--- src/rtl/flash_dbg_tracer.sv ---
// Flash-controller event tracer: arm/trigger capture into a trace FIFO drained to ILA probe words.
// Optional build macro FLASH_DBG_TRACER_TIMESTAMP_EN puts a free-running timestamp in trace bits [127:96].
module flash_dbg_tracer #(
   parameter int unsigned DEPTH     = 16,
   parameter logic [7:0]  TRIG_CODE = 8'h01
) (
   input  logic         v_clk0,
   input  logic         v_rst0,
   input  logic         arm,
   input  logic         ev_valid,
   input  logic [7:0]   ev_code,
   input  logic [63:0]  ev_data,
   input  logic         drain_en,
   output logic [127:0] v_debug_0,
   output logic [63:0]  v_debug_2,
   output logic         trace_valid
);

   localparam int unsigned AW = $clog2(DEPTH);
   localparam int unsigned PW = AW + 1;

   typedef enum logic [1:0] {
      IDLE    = 2'd0,
      ARMED   = 2'd1,
      CAPTURE = 2'd2,
      DONE    = 2'd3
   } state_t;

   state_t         state;
   state_t         state_nxt;
   logic [127:0]   mem [DEPTH];
   logic [PW-1:0]  wr_ptr;
   logic [PW-1:0]  rd_ptr;
   logic [PW-1:0]  fill_c;
   logic           full_c;
   logic           empty_c;
   logic [15:0]    cap_cnt;
   logic [15:0]    drop_cnt;
   logic [15:0]    seq;
   logic [31:0]    ts_field;
   logic           arm_take_c;
   logic           push_c;
   logic           pop_c;
   logic           drop_c;
   logic [127:0]   entry_c;

`ifdef FLASH_DBG_TRACER_TIMESTAMP_EN
   logic [31:0] ts;

   // Free-running cycle timestamp, wraps naturally
   always_ff @(posedge v_clk0 or posedge v_rst0) begin
      if (v_rst0) ts <= 32'd0;
      else        ts <= ts + 32'd1;
   end

   assign ts_field = ts;
`else
   assign ts_field = 32'd0;
`endif

   assign fill_c  = wr_ptr - rd_ptr;
   assign full_c  = (fill_c == PW'(DEPTH));
   assign empty_c = (wr_ptr == rd_ptr);
   assign entry_c = {ts_field, seq, ev_code, 8'h00, ev_data};

   // Next-state and per-cycle FIFO controls; arm discards the FIFO, so it also blocks a pop
   always_comb begin
      state_nxt  = state;
      arm_take_c = 1'b0;
      push_c     = 1'b0;
      drop_c     = 1'b0;
      pop_c      = drain_en && !empty_c;
      case (state)
         IDLE: begin
            if (arm) begin
               state_nxt  = ARMED;
               arm_take_c = 1'b1;
            end
         end
         ARMED: begin
            if (ev_valid && (ev_code == TRIG_CODE)) begin
               push_c    = 1'b1;
               state_nxt = CAPTURE;
            end
         end
         CAPTURE: begin
            if (ev_valid) begin
               if (!full_c || pop_c) begin
                  push_c = 1'b1;
                  if (cap_cnt == 16'(DEPTH - 1)) state_nxt = DONE;
               end else begin
                  drop_c = 1'b1;
               end
            end
         end
         DONE: begin
            if (arm) begin
               state_nxt  = ARMED;
               arm_take_c = 1'b1;
            end
         end
         default: state_nxt = IDLE;
      endcase
      if (arm_take_c) pop_c = 1'b0;
   end

   always_ff @(posedge v_clk0 or posedge v_rst0) begin
      if (v_rst0) begin
         state       <= IDLE;
         wr_ptr      <= '0;
         rd_ptr      <= '0;
         cap_cnt     <= 16'd0;
         drop_cnt    <= 16'd0;
         seq         <= 16'd0;
         v_debug_0   <= 128'd0;
         v_debug_2   <= 64'd0;
         trace_valid <= 1'b0;
      end else begin
         state       <= state_nxt;
         trace_valid <= pop_c;
         v_debug_2   <= {drop_cnt, cap_cnt, seq, 1'b0, 7'(fill_c), 6'd0, state};
         if (pop_c) begin
            v_debug_0 <= mem[rd_ptr[AW-1:0]];
            rd_ptr    <= rd_ptr + PW'(1);
         end
         if (arm_take_c) begin
            wr_ptr   <= '0;
            rd_ptr   <= '0;
            cap_cnt  <= 16'd0;
            drop_cnt <= 16'd0;
            seq      <= 16'd0;
         end else begin
            if (push_c) begin
               wr_ptr  <= wr_ptr + PW'(1);
               cap_cnt <= cap_cnt + 16'd1;
               seq     <= seq + 16'd1;
            end
            if (drop_c && (drop_cnt != 16'hFFFF)) drop_cnt <= drop_cnt + 16'd1;
         end
      end
   end

   // Trace storage; contents need no reset since pointers define validity
   always_ff @(posedge v_clk0) begin
      if (push_c) mem[wr_ptr[AW-1:0]] <= entry_c;
   end

endmodule

--- config.mk ---
export PLATFORM = sky130hd
export DESIGN_NAME = flash_dbg_tracer
export DESIGN_NICKNAME = d
export VERILOG_FILES = /design/src/rtl/flash_dbg_tracer.sv
export SDC_FILE = /design/constraint.sdc
export NUM_CORES = 2
export LEC_CHECK = 0
export BUFFER_PORTS_ARGS = -buffer_cell sky130_fd_sc_hd__buf_2
export CORE_ASPECT_RATIO = 1.4
export CORE_UTILIZATION = 50
export DETAILED_ROUTE_END_ITERATION = 16
export PLACE_DENSITY = 0.67
export SETUP_SLACK_MARGIN = 0.15
export SYNTH_ARGS = -nofsm -noshare
export SYNTH_HDL_FRONTEND = slang
export SYNTH_SLANG_ARGS = --single-unit
export TNS_END_PERCENT = 30
--- constraint.sdc ---
create_clock -name v_clk0 -period 11.8 [get_ports v_clk0]
set_input_delay 0.59 -clock v_clk0 [delete_from_list [all_inputs] [get_ports v_clk0]]
set_output_delay 0.59 -clock v_clk0 [all_outputs]
set_load 0.1 [all_outputs]
==> results.py <==
metrics = {
    "outcome": {
        "status": "completed",
    },
    "pwr": {
        "p_leak_nw": 23.04,
        "ir_worst_vdd_mv": 0.2275,
        "p_per_area_nw_per_um2": 230.0,
    },
    "clock_network": {
        "numClockSinks": 1612,
        "cts.clk_slew.worst_paths_ps": 60,
        "cts_setup_buffers": 0,
        "cts_buffers": 149,
        "cts_tree": "built",
        "clock_latency_ps": 780,
        "clock_path_buffers": 3,
        "clockRootBuffer": "clkbuf_16",
        "cts_htree_levels": 4,
    },
    "placed_design": {
        "portBuffers": 220,
        "dp_slack_ps": 6029,
        "gp_congestion": 0.8133,
        "dpl.hpwl_um": 74490,
    },
    "hold_path": {
        "whs_path_depth": 1,
        "worst_hold_startpoint": "ev_data[44]",
        "hp-class": "in2reg",
        "whs_endpoint": "mem[10][44]",
    },
    "logic_synthesis": {
        "synth.top_cells.by_count": "1408 x edfxtp_1, 440 x mux4_2, 204 x dfrtp_1",
        "synth_edf_count": 1408,
        "async_flop_share": 0.1266,
        "synthFlopType": "edfxtp_1",
        "yosys-top-cells-area": "edfxtp_1 69%, mux4_2 16%, dfrtp_1 8.3%",
        "synth_top_family_by_area": "multiplexers",
        "synth_compound_area_frac": 0.008041,
        "synth_area_um2": 61150,
        "synthSimpleGateAreaFrac": 0.01676,
        "post-synth-top-area-cell": "edfxtp_1",
        "yosys.area_share.adder": 0.003192,
        "synth.distinct_cells": 46,
        "synth_xor_area_frac": 0.002005,
        "netlist.area_leader.share": 0.6914,
        "yosysWarningCount": 0,
        "seq_area_frac_synth": 0.7749,
        "yosys.cell_count.top_type": "edfxtp_1",
        "ys_seq_elements": 1612,
        "muxShareOfSynthArea": 0.1797,
        "synth_cells": 2643,
        "synth_area_per_cell_um2": 23.14,
    },
    "flow_run": {
        "drv_cap": 0,
    },
    "sta": {
        "tightest_slew_ps": 1132,
        "grt_setup_unrepaired": "false",
        "max_freq_mhz": 176.4,
        "layout_setup_ws_ps": 6131,
        "finalHoldViolCount": 0,
        "fin_setup_tns_ps": 0,
        "finalMaxSlewViolations": 0,
        "period_minus_slack_ps": 5669,
        "finalClockSkew_ps": 32.40,
        "period_share": 0.4805,
        "relSlewSlack": 0.2453,
        "setup_viol": 0,
    },
    "setup_path": {
        "crit_chain": "ha_1, inv_1, fa_1, xor2_1, or3_1, a211o_4, o21a_1, buf_4, nand2_1, nor2_4, buf_4, buf_4",
        "cp.arrival_ps": 6060,
        "path_max_fanout": 46,
        "cp.required_ps": 12190,
        "cp_top_family": "buffers and inverters",
        "path_class": "reg2reg",
        "r2r_start": "rd_ptr[0]",
        "max_stage_delay_ps": 1100,
        "r2r_cells": 12,
        "r2r_end": "mem[12][31]",
        "reg2reg_slack_ps": 6130,
        "cpMaxStageDelayCell": "dfrtp_4",
        "end_kind": "flop",
        "cp_common_cell": "buf_4",
        "cp_num_buf_inv": 4,
        "critPathLaunchType": "flop",
    },
    "grt": {
        "grt_remaining_overflow": 0,
        "grt_pass1_wl_um": 198100,
        "grt_use_total": 0.2187,
        "antenna_found_initial": 21,
        "grt_start_max_net_pins": 160,
        "grt_pass1_vias": 29710,
    },
    "detailed_routing": {
        "drt_wl_total_um": 132400,
        "vias": 28200,
        "ant_nets": 0,
        "drc_errors": 0,
        "routedWlPerCell_um": 28.29,
        "viasPerCell": 6.025,
        "drt-initial-drc-count": 2505,
        "dr.pass1.iters": 5,
    },
    "final_layout": {
        "area_delta_synth_final_pct": 12.86,
        "n_fill_cell": 8673,
        "layout.nets": 3032,
        "drive_gt1_frac": 0.3435,
        "seq_area_um2": 47400,
        "multi_input_area_um2": 13140,
    },
    "floorplan": {
        "core_area_um2": 121100,
        "die_h_um": 415.8,
        "dieArea_um2": 123700,
        "die_w_um": 297.6,
        "io_pins": 270,
        "row_count": 151,
        "start_util": 0.5050,
    },
}
placed cells by master (no fill, tap or decap), types with 16 or more instances in the layout:
master / instances
mux4_2: 440
nand4_1: 16
dfrtp_1: 201
edfxtp_1: 1408
buf_2: 220
inv_1: 19
nor2_1: 20
mux2_2: 89
clkbuf_16: 152
a21oi_1: 16
and3_1: 16
o21ai_0: 18
clkinv_2: 34
clkinv_1: 20
clkbuf_1: 35
conb_1: 49
buf_4: 50
nand2_1: 44
nand3_1: 27
stage by stage:
step | total power, mW | hold WS (ps) | cell area (um^2) | instances | util
after floorplan | 10.24 | 379.8 | 61330 | 2691 | -
after global placement | 11.25 | 389.4 | 64130 | 4394 | 0.5296
after detailed placement | 11.31 | 394.9 | 64130 | 4394 | 0.5296
after CTS | 16.05 | 141.0 | 69000 | 4674 | 0.5698
after global routing | 16.41 | 159.6 | 69000 | 4675 | 0.5698
final | 15.87 | 199.0 | 69010 | 4680 | 0.5699
layer usage:
layer	vias to the layer above	routed length [um]	share of wire	global-route usage
met5	-	128	0.00097	0
met4	20	2268	0.017	0.05128
met3	191	9658	0.073	0.04480
met2	1078	66330	0.50	0.3554
met1	15300	54020	0.41	0.3072
li1	11610	-	-	-
power breakdown:
group	total, mW	switching, mW	internal (mW)	leakage, nW
clock	4.74	2.09	2.65	2.37
sequential	6.69	0.250	6.44	15.5
combinational	4.44	2.80	1.64	5.13
area by class of cell:
class / instances / area share
Multi-Input combinational cell: 884 / 0.1904
Clock buffer: 192 / 0.05801
Antenna cell: 6 / 0.0002176
Inverter: 21 / 0.001323
Timing Repair Buffer: 272 / 0.02183
Sequential cell: 1612 / 0.6868
Clock inverter: 87 / 0.01236
Tap cell: 1606 / 0.02912
how the worst max path moves through the flow:
stage	cells after the start	slack, ps	start	to
final	12	6130	rd_ptr[0]	mem[12][31]
after global placement	12	6160	rd_ptr[0]	mem[12][20]
after global routing	12	5720	rd_ptr[0]	mem[13][10]
after CTS	12	5940	rd_ptr[0]	mem[12][10]
after floorplan	13	2080	rd_ptr[1]	mem[1][0]
after detailed placement	12	6030	rd_ptr[0]	mem[12][21]
what timing repair did:
| action | in CTS | in global routing |
|---|---|---|
| hold endpoints to repair | 58 | 0 |
| hold buffers | 1 | 0 |
| gates resized for setup | 0 | 0 |
| setup endpoints to repair | 0 | 0 |
state kept, by name (all words and copies together), names as in the netlist:
| register | cells |
|---|---|
| cap_cnt | 16 |
| drop_cnt | 16 |
| mem | 1408 |
| rd_ptr | 5 |
| seq | 16 |
| state | 2 |
| trace_valid | 1 |
| v_debug_0 | 88 |
| v_debug_2 | 55 |
| wr_ptr | 5 |
logic make-up (layout without fill, tap and decap cells):
family	count (synthesis)	after routing
AO/OA/AOI/OAI	72	72
XOR/XNOR	14	14
adder cells (fa/ha/maj)	15	15
buffers and inverters	195	572
flip-flops	1612	1612
multiplexers	537	537
other	1	55
AND/OR/NAND/NOR	197	197
(Power assumes the default switching activity.)
